$ cat config.mk
export PLATFORM = sky130hd
export DESIGN_NAME = stream_encoder
export DESIGN_NICKNAME = d
export VERILOG_FILES = /design/src/rtl/stream_codec_pkg.sv /design/src/rtl/stream_fifo.sv /design/src/rtl/stream_encoder.sv
export SDC_FILE = /design/constraint.sdc
export NUM_CORES = 2
export LEC_CHECK = 0
export CAP_MARGIN = 5
export CORE_UTILIZATION = 35
export CTS_CLUSTER_DIAMETER = 50
export DETAILED_ROUTE_END_ITERATION = 12
export PLACE_DENSITY = 0.49
export SLEW_MARGIN = 5
export SYNTH_ARGS = -nofsm -noshare
export SYNTH_HDL_FRONTEND = slang
export SYNTH_SLANG_ARGS = --single-unit
$ cat constraint.sdc
create_clock -name clk -period 5.05 [get_ports clk]
set_clock_uncertainty 0.05 [all_clocks]
set_input_delay 1.01 -clock clk [delete_from_list [all_inputs] [get_ports clk]]
set_output_delay 1.01 -clock clk [all_outputs]
set_load 0.02 [all_outputs]
$ cat src/rtl/stream_codec_pkg.sv
// Shared definitions for the push_code stream encoder/decoder pair.
// Push-code encodings, a floor-log2 helper and the default-sized LUT entry layout.
package stream_codec_pkg;

    localparam logic [1:0] PUSH_IDLE  = 2'd0;
    localparam logic [1:0] PUSH_DATA  = 2'd1;
    localparam logic [1:0] PUSH_FLUSH = 2'd2;
    localparam logic [1:0] PUSH_LUT   = 2'd3;

    function automatic int unsigned log2(input int unsigned value);
        int unsigned r;
        r = 0;
        for (int unsigned v = value; v > 1; v = v >> 1) begin
            r++;
        end
        return r;
    endfunction

    localparam int unsigned LUT_CODE_LEN = 8;
    localparam int unsigned LUT_LEN_W    = log2(LUT_CODE_LEN) + 1;

    typedef struct packed {
        logic [LUT_LEN_W-1:0]    len;
        logic [LUT_CODE_LEN-1:0] code;
    } lut_entry_t;

endpackage

$ cat src/rtl/stream_fifo.sv
// Synchronous FIFO with occupancy count, full and half_full flags.
// A push while full is ignored; full is taken from the current count, before any pop.
module stream_fifo #(
    parameter int unsigned Width = 9,
    parameter int unsigned Depth = 16
) (
    input  logic             clk_i,
    input  logic             rst_ni,
    input  logic             push_i,
    input  logic             pop_i,
    input  logic [Width-1:0] wdata_i,
    output logic [Width-1:0] rdata_o,
    output logic             empty_o,
    output logic             full_o,
    output logic             half_full_o
);

    localparam int unsigned PtrW = $clog2(Depth);
    localparam int unsigned CntW = $clog2(Depth + 1);

    logic [Width-1:0] mem_q [Depth];
    logic [PtrW-1:0]  wr_ptr_q, wr_ptr_d;
    logic [PtrW-1:0]  rd_ptr_q, rd_ptr_d;
    logic [CntW-1:0]  count_q, count_d;
    logic             do_push, do_pop;

    assign empty_o     = (count_q == '0);
    assign full_o      = (count_q == CntW'(Depth));
    assign half_full_o = (count_q >= CntW'(Depth / 2));
    assign rdata_o     = mem_q[rd_ptr_q];

    always_comb begin
        do_push  = push_i && !full_o;
        do_pop   = pop_i && !empty_o;
        wr_ptr_d = do_push ? wr_ptr_q + 1'b1 : wr_ptr_q;
        rd_ptr_d = do_pop ? rd_ptr_q + 1'b1 : rd_ptr_q;
        count_d  = count_q;
        if (do_push && !do_pop) begin
            count_d = count_q + 1'b1;
        end else if (!do_push && do_pop) begin
            count_d = count_q - 1'b1;
        end
    end

    always_ff @(posedge clk_i or negedge rst_ni) begin
        if (!rst_ni) begin
            wr_ptr_q <= '0;
            rd_ptr_q <= '0;
            count_q  <= '0;
        end else begin
            wr_ptr_q <= wr_ptr_d;
            rd_ptr_q <= rd_ptr_d;
            count_q  <= count_d;
        end
    end

    always_ff @(posedge clk_i) begin
        if (do_push) begin
            mem_q[wr_ptr_q] <= wdata_i;
        end
    end

endmodule

$ cat src/rtl/stream_encoder.sv
// Prefix-code stream encoder: FIFO -> registered LUT read -> bit accumulator -> q register.
// Define STREAM_ENCODER_OVERFLOW_EN to add a sticky overflow output for dropped pushes.
module stream_encoder
    import stream_codec_pkg::*;
#(
    parameter int unsigned WIDTH_IN     = 8,
    parameter int unsigned WIDTH_OUT    = 8,
    parameter int unsigned MAX_CODE_LEN = 8,
    parameter int unsigned FIFO_DEPTH   = 16,
    localparam int unsigned LEN_W       = log2(MAX_CODE_LEN) + 1
) (
    input  logic                          clk,
    input  logic                          rst,
    input  logic [1:0]                    push_code,
    input  logic [WIDTH_IN-1:0]           d,
    input  logic [LEN_W+MAX_CODE_LEN-1:0] lut_d,
    output logic [WIDTH_OUT-1:0]          q,
    output logic                          push_out,
    output logic                          full,
    output logic                          half_full,
    output logic [WIDTH_IN-1:0]           lut_counter,
    input  logic                          stall
`ifdef STREAM_ENCODER_OVERFLOW_EN
    ,
    output logic                          overflow
`endif
);

    localparam int unsigned ACC_W = WIDTH_OUT + MAX_CODE_LEN;
    localparam int unsigned CNT_W = $clog2(ACC_W + 1);
    localparam int unsigned LUT_N = 2 ** WIDTH_IN;
    localparam logic [MAX_CODE_LEN-1:0] CODE_ONES = '1;

    typedef struct packed {
        logic [LEN_W-1:0]        len;
        logic [MAX_CODE_LEN-1:0] code;
    } entry_t;

    entry_t              lut_q [LUT_N];
    logic [WIDTH_IN-1:0] lut_counter_q, lut_counter_d;

    logic                lut_we, push_req, fifo_pop, fifo_empty;
    logic [WIDTH_IN:0]   fifo_rdata;

    logic                p_valid_q, p_valid_d, p_flush_q, p_flush_d;
    entry_t              p_entry_q, p_entry_d;
    logic [ACC_W-1:0]    acc_q, acc_d, acc_sh, code_ext;
    logic [CNT_W-1:0]    bit_count_q, bit_count_d, residual, sh;
    logic [LEN_W-1:0]    len_eff;
    logic [WIDTH_OUT-1:0] q_q, q_d;
    logic                push_out_q, push_out_d;
    logic                emit_full, flush_pad, flush_done, commit, advance;

    stream_fifo #(
        .Width (WIDTH_IN + 1),
        .Depth (FIFO_DEPTH)
    ) u_fifo (
        .clk_i       (clk),
        .rst_ni      (rst),
        .push_i      (push_req),
        .pop_i       (fifo_pop),
        .wdata_i     ({push_code == PUSH_FLUSH, d}),
        .rdata_o     (fifo_rdata),
        .empty_o     (fifo_empty),
        .full_o      (full),
        .half_full_o (half_full)
    );

    always_comb begin
        lut_we   = 1'b0;
        push_req = 1'b0;
        unique case (push_code)
            PUSH_IDLE:              ;
            PUSH_DATA, PUSH_FLUSH:  push_req = 1'b1;
            PUSH_LUT:               lut_we   = 1'b1;
        endcase
        lut_counter_d = lut_we ? lut_counter_q + 1'b1 : lut_counter_q;
    end

    // Emit and commit share a cycle: the code lands after whatever survives the emit.
    always_comb begin
        emit_full  = !stall && (bit_count_q >= CNT_W'(WIDTH_OUT));
        flush_pad  = !stall && p_valid_q && p_flush_q && (bit_count_q != '0)
                     && (bit_count_q < CNT_W'(WIDTH_OUT));
        acc_sh     = emit_full ? (acc_q << WIDTH_OUT) : acc_q;
        residual   = emit_full ? (bit_count_q - CNT_W'(WIDTH_OUT)) : bit_count_q;
        len_eff    = (p_entry_q.len > LEN_W'(MAX_CODE_LEN)) ? LEN_W'(MAX_CODE_LEN)
                                                            : p_entry_q.len;
        code_ext   = ACC_W'(p_entry_q.code & ~(CODE_ONES << len_eff));
        sh         = CNT_W'(ACC_W) - residual - CNT_W'(len_eff);
        commit     = !stall && p_valid_q && !p_flush_q && (residual <= CNT_W'(WIDTH_OUT));
        flush_done = !stall && p_valid_q && p_flush_q && (residual == '0);
        advance    = !p_valid_q || commit || flush_done || flush_pad;
        fifo_pop   = advance && !fifo_empty;

        acc_d       = acc_sh;
        bit_count_d = residual;
        if (commit) begin
            acc_d       = acc_sh | (code_ext << sh);
            bit_count_d = residual + CNT_W'(len_eff);
        end
        if (flush_pad) begin
            acc_d       = '0;
            bit_count_d = '0;
        end

        q_d        = q_q;
        push_out_d = 1'b0;
        if (emit_full || flush_pad) begin
            q_d        = acc_q[ACC_W-1 -: WIDTH_OUT];
            push_out_d = 1'b1;
        end

        p_valid_d = p_valid_q;
        p_flush_d = p_flush_q;
        p_entry_d = p_entry_q;
        if (advance) begin
            p_valid_d = !fifo_empty;
            p_flush_d = fifo_rdata[WIDTH_IN];
            p_entry_d = lut_q[fifo_rdata[WIDTH_IN-1:0]];
        end
    end

    always_ff @(posedge clk or negedge rst) begin
        if (!rst) begin
            lut_counter_q <= '0;
            p_valid_q     <= 1'b0;
            p_flush_q     <= 1'b0;
            p_entry_q     <= '0;
            acc_q         <= '0;
            bit_count_q   <= '0;
            q_q           <= '0;
            push_out_q    <= 1'b0;
        end else begin
            lut_counter_q <= lut_counter_d;
            p_valid_q     <= p_valid_d;
            p_flush_q     <= p_flush_d;
            p_entry_q     <= p_entry_d;
            acc_q         <= acc_d;
            bit_count_q   <= bit_count_d;
            q_q           <= q_d;
            push_out_q    <= push_out_d;
        end
    end

    // LUT contents survive reset.
    always_ff @(posedge clk) begin
        if (lut_we) begin
            lut_q[lut_counter_q] <= entry_t'(lut_d);
        end
    end

    assign q           = q_q;
    assign push_out    = push_out_q;
    assign lut_counter = lut_counter_q;

`ifdef STREAM_ENCODER_OVERFLOW_EN
    logic overflow_q, overflow_d;

    always_comb begin
        overflow_d = overflow_q || (push_req && full);
    end

    always_ff @(posedge clk or negedge rst) begin
        if (!rst) begin
            overflow_q <= 1'b0;
        end else begin
            overflow_q <= overflow_d;
        end
    end

    assign overflow = overflow_q;
`endif

endmodule

==> flow_metrics.py <==
metrics = {
    "die": {
        "die_width_microns": 611,
        "start_util_pct": 35.2,
        "pin_count": 44,
        "placementRows": 223,
        "core_sq_um": 369000,
        "design.die.area_sq_um": 373000,
        "die_h_microns": 611,
    },
    "drt": {
        "first_iter_violations": 11500,
        "detail_route.first_pass.iterations": 6,
        "route.detailed.wl_per_inst_microns": 33.3,
        "via_count": 81500,
        "drt_drc_violations_left": 0,
        "drt_wl_total_mm": 469,
        "routed_via_density": 5.79,
        "antenna_violating_nets_post_route": 0,
    },
    "clocking": {
        "cts_buffer_count": 400,
        "latest_clock_arrival_within_the_worst_skew_pair_ns": 0.97,
        "cts_tree": "yes",
        "cts.reportedPaths.clkPinSlew_ns": 0.06,
        "cts_max_path_buffers": 4,
        "cts_setup_buffers": 0,
        "cts_hold_buffers": 0,
        "cts-root-buf": "sky130_fd_sc_hd__clkbuf_16",
        "htreeDepth": 5,
        "cts_sinks": 3281,
    },
    "grt": {
        "grt_first_pass_wirelength_mm": 642,
        "globalRouteOverflowTotal": 0,
        "maximum_number_of_pins_on_one_net_before_global_route_repair": 130,
        "antenna_found_initial": 43,
        "grt_pass1_vias": 77100,
        "grtUsageTotal_pct": 24.6,
    },
    "sta": {
        "slew_viol_final": 0,
        "min_period_over_period_pct": 99.7,
        "fin_crit_ns": 5.03,
        "worst_case_setup_margin_in_the_final_layout_ns": 0.0153,
        "hold_viol": 0,
        "timing.fmax_mhz": 199,
        "tightest_slew_ns": 1.30,
        "fin_hold_ws_ns": 0.171,
        "setup_viol": 0,
        "timing.slew.headroom_pct": 12.0,
    },
    "setup_path": {
        "crit_required_ns": 5.92,
        "reg2reg_setup_slack_ns": 0.02,
        "rr_endpoint": "p_entry_q[7]",
        "type_of_origin_of_the_critical_path": "flip-flop",
        "worstReg2RegStart": "u_fifo.rd_ptr_q[2]",
        "path_cells": "mux4_1, mux2i_4, nand2_8, nand2_8, buf_12, buf_12, buf_12, a211oi_1, nor4_1, o32ai_1, a211oi_2, o221a_2, a221o_1",
        "path_common_cell": "sky130_fd_sc_hd__buf_12",
        "setup.worst_path.class": "flip-flop to flip-flop",
        "worstPathArrival_ns": 5.91,
        "critPathSlowestCell": "sky130_fd_sc_hd__mux4_1",
        "setup.worst_path.start": "u_fifo.rd_ptr_q[2]",
        "critPathMaxStageDelay_ns": 0.66,
        "setup.worst_path.end_class": "flip-flop",
        "worst-path-max-fanout": 43,
        "worst-r2r-cell-count": 13,
    },
    "pwr": {
        "power.ir.vdd_worst_uv": 687,
        "power_per_cell_area_nw_per_um2": 766,
        "power_frac_clock_pct": 24.5,
        "combinationalPowerShare_pct": 49.4,
        "power_switching_w": 0.0522,
        "internal-power_w": 0.0662,
        "power.share.switching_pct": 44.1,
        "fin_total_pwr_w": 0.118,
        "leakage_nw": 51.1,
        "sequentialPowerShare_pct": 26.1,
    },
    "placement": {
        "gp_routability_congestion": 0.916,
        "place_hpwl_mm": 302,
        "buffers_on_ports": 43,
        "dp_cells": 13300,
        "dp_worst_setup_slack_ns": -0.258,
    },
    "logic_synthesis": {
        "synth_area_leader_cell": "sky130_fd_sc_hd__edfxtp_1",
        "post-synth-top-area-fraction_pct": 74.4,
        "synth_common_cells": "sky130_fd_sc_hd__edfxtp_1 (3,216), sky130_fd_sc_hd__nand2_1 (1,115), sky130_fd_sc_hd__nor2_1 (363), sky130_fd_sc_hd__a21oi_1 (362), sky130_fd_sc_hd__mux4_2 (255)",
        "synth_seq_area_share_pct": 75.6,
        "post_synthesis_cell_area_sq_um": 130000,
        "synth-edff-count": 3216,
        "most_numerous_cell_in_the_yosys_netlist": "sky130_fd_sc_hd__edfxtp_1",
        "post_synth_num_cell_types": 91,
        "synth-seq-cells": 3281,
        "share_of_synthesized_registers_carrying_an_async_set_or_reset_pct": 1.98,
        "yosysWarnings": 0,
        "syn-instance-count": 8087,
        "synth.area.top_cells": "sky130_fd_sc_hd__edfxtp_1 (74%), sky130_fd_sc_hd__mux4_2 (4.4%), sky130_fd_sc_hd__nand2_1 (3.2%), sky130_fd_sc_hd__mux2i_1 (1.4%), sky130_fd_sc_hd__a21oi_1 (1.4%)",
        "syn-num-nets": 8143,
        "synth_area_per_cell_sq_um": 16.1,
        "synth-main-ff-cell": "sky130_fd_sc_hd__edfxtp_1",
    },
    "finish": {
        "multi_input_gate_area_sq_um": 29000,
        "synthToLayoutAreaGrowth_pct": 19.1,
        "number_of_fill_cells": 33100,
        "finish.cell_count_without_fillers": 14100,
        "finalCoreUtilization_pct": 41.9,
        "layout_cell_share_with_drive_strength_beyond_1_pct": 20.0,
        "seq_area_sq_um": 98200,
        "layout.nets": 8826,
    },
    "outcome": {
        "status": "finished clean",
    },
    "job": {
        "maxCapViolations": 0,
    },
    "min_path": {
        "hold_class": "input port to asynchronous set/reset pin",
    },
}
[critical path, delay by kind of cell (launching register included)]
| kind | cells | cell delay [ns] |
|---|---|---|
| buffers and inverters | 3 | 0.85 |
| muxes | 2 | 1.06 |
| and+or+nand+nor | 3 | 1.01 |
| DFF | 1 | 0.54 |
| AOI/OAI and AO/OA | 5 | 1.40 |
[how the worst max path moves through the flow]
| stage | to | slack [ns] | depth (start not counted) |
|---|---|---|---|
| 3_5_place_dp | p_entry_q[7] | -0.26 | 16 |
| 2_1_floorplan | u_fifo.count_q[4] | 0.74 | 14 |
| 6_report | p_entry_q[7] | 0.02 | 13 |
| 4_1_cts | p_entry_q[7] | 0.02 | 13 |
| 3_3_place_gp | p_entry_q[5] | -0.53 | 13 |
| 5_1_grt | p_entry_q[8] | -0.0004 | 13 |
[cells in the final DEF (no fill, tap or decap), types with 24 or more instances in the layout]
| cell | count |
|---|---|
| sky130_fd_sc_hd__a211oi_1 | 194 |
| sky130_fd_sc_hd__a21oi_1 | 360 |
| sky130_fd_sc_hd__a22oi_1 | 95 |
| sky130_fd_sc_hd__a31o_2 | 35 |
| sky130_fd_sc_hd__a31oi_1 | 205 |
| sky130_fd_sc_hd__a32oi_1 | 160 |
| sky130_fd_sc_hd__and3_1 | 188 |
| sky130_fd_sc_hd__buf_12 | 102 |
| sky130_fd_sc_hd__buf_4 | 700 |
| sky130_fd_sc_hd__bufinv_16 | 42 |
| sky130_fd_sc_hd__clkbuf_1 | 64 |
| sky130_fd_sc_hd__clkbuf_16 | 408 |
| sky130_fd_sc_hd__clkdlybuf4s50_1 | 30 |
| sky130_fd_sc_hd__clkinv_1 | 65 |
| sky130_fd_sc_hd__clkinv_2 | 66 |
| sky130_fd_sc_hd__clkinvlp_4 | 35 |
| sky130_fd_sc_hd__dfrtp_1 | 63 |
| sky130_fd_sc_hd__edfxtp_1 | 3216 |
| sky130_fd_sc_hd__ha_1 | 27 |
| sky130_fd_sc_hd__inv_1 | 24 |
| sky130_fd_sc_hd__mux2i_1 | 180 |
| sky130_fd_sc_hd__mux4_2 | 255 |
| sky130_fd_sc_hd__nand2_1 | 1106 |
| sky130_fd_sc_hd__nand3_1 | 159 |
| sky130_fd_sc_hd__nor2_1 | 355 |
| sky130_fd_sc_hd__nor3_1 | 38 |
| sky130_fd_sc_hd__nor4_1 | 35 |
| sky130_fd_sc_hd__o21ai_0 | 168 |
| sky130_fd_sc_hd__o221ai_1 | 47 |
| sky130_fd_sc_hd__o22a_1 | 34 |
| sky130_fd_sc_hd__o22ai_1 | 187 |
[sequential cells by signal, summed over array words and instances (netlist names)]
signal / count
acc_q: 16
bit_count_q: 5
lut_counter: 8
lut_q: 3072
p_entry_q: 12
p_flush_q: 1
p_valid_q: 1
push_out: 1
q: 8
u_fifo.count_q: 5
u_fifo.mem_q: 144
u_fifo.rd_ptr_q: 4
u_fifo.wr_ptr_q: 4
[power groups by stage]
stage	Sequential (W)	Clock [W]	Combinational (W)
floorplan	0.0311	0	0.0290
global placement	0.0314	0	0.0574
detailed placement	0.0314	0	0.0574
CTS	0.0308	0.0293	0.0577
global route	0.0309	0.0303	0.0601
finish	0.0309	0.0290	0.0586
[cells by family after synthesis]
logic type | count (synthesis) | share of synthesized area, %
buffers and inverters | 590 | 2.39
xor gates and xnor gates | 25 | 0.169
AOI/OAI and AO/OA | 1675 | 8.69
DFF | 3281 | 75.6
adders and majority gates | 31 | 0.322
and+or+nand+nor | 2021 | 6.71
muxes | 464 | 6.09
[metal layers]
| metal | part of all wire (%) | track usage, % | up-vias |
|---|---|---|---|
| met5 | 0.020 | 0 | - |
| met4 | 4.1 | 9.32 | 14 |
| met3 | 9.6 | 4.82 | 775 |
| met2 | 45 | 37.7 | 4339 |
| met1 | 41 | 34.5 | 42800 |
| li1 | - | - | 33500 |
[repair_timing]
item,CTS,global route
endpoints found under the hold margin,0,0
gates resized for setup,6,5
endpoints found under the setup margin,4,3
pin swaps,0,0
[final cells by class]
cell class / instances / share of cell area [%]
Inverter: 26 / 0.0631
Clock inverter: 264 / 1.85
Tap cell: 4950 / 4.00
Timing Repair Buffer: 845 / 5.03
Multi-Input combinational cell: 4216 / 18.7
Sequential cell: 3281 / 63.5
Clock buffer: 479 / 6.82
Antenna cell: 15 / 0.0243
[metrics by stage]
stage | cell area (sq um) | setup TNS (ns)
floorplan | 130000 | 0
global placement | 141000 | -1.13
detailed placement | 141000 | -0.356
CTS | 155000 | 0
global route | 155000 | -0.000441
finish | 155000 | 0
(Power assumes the default switching activity.)
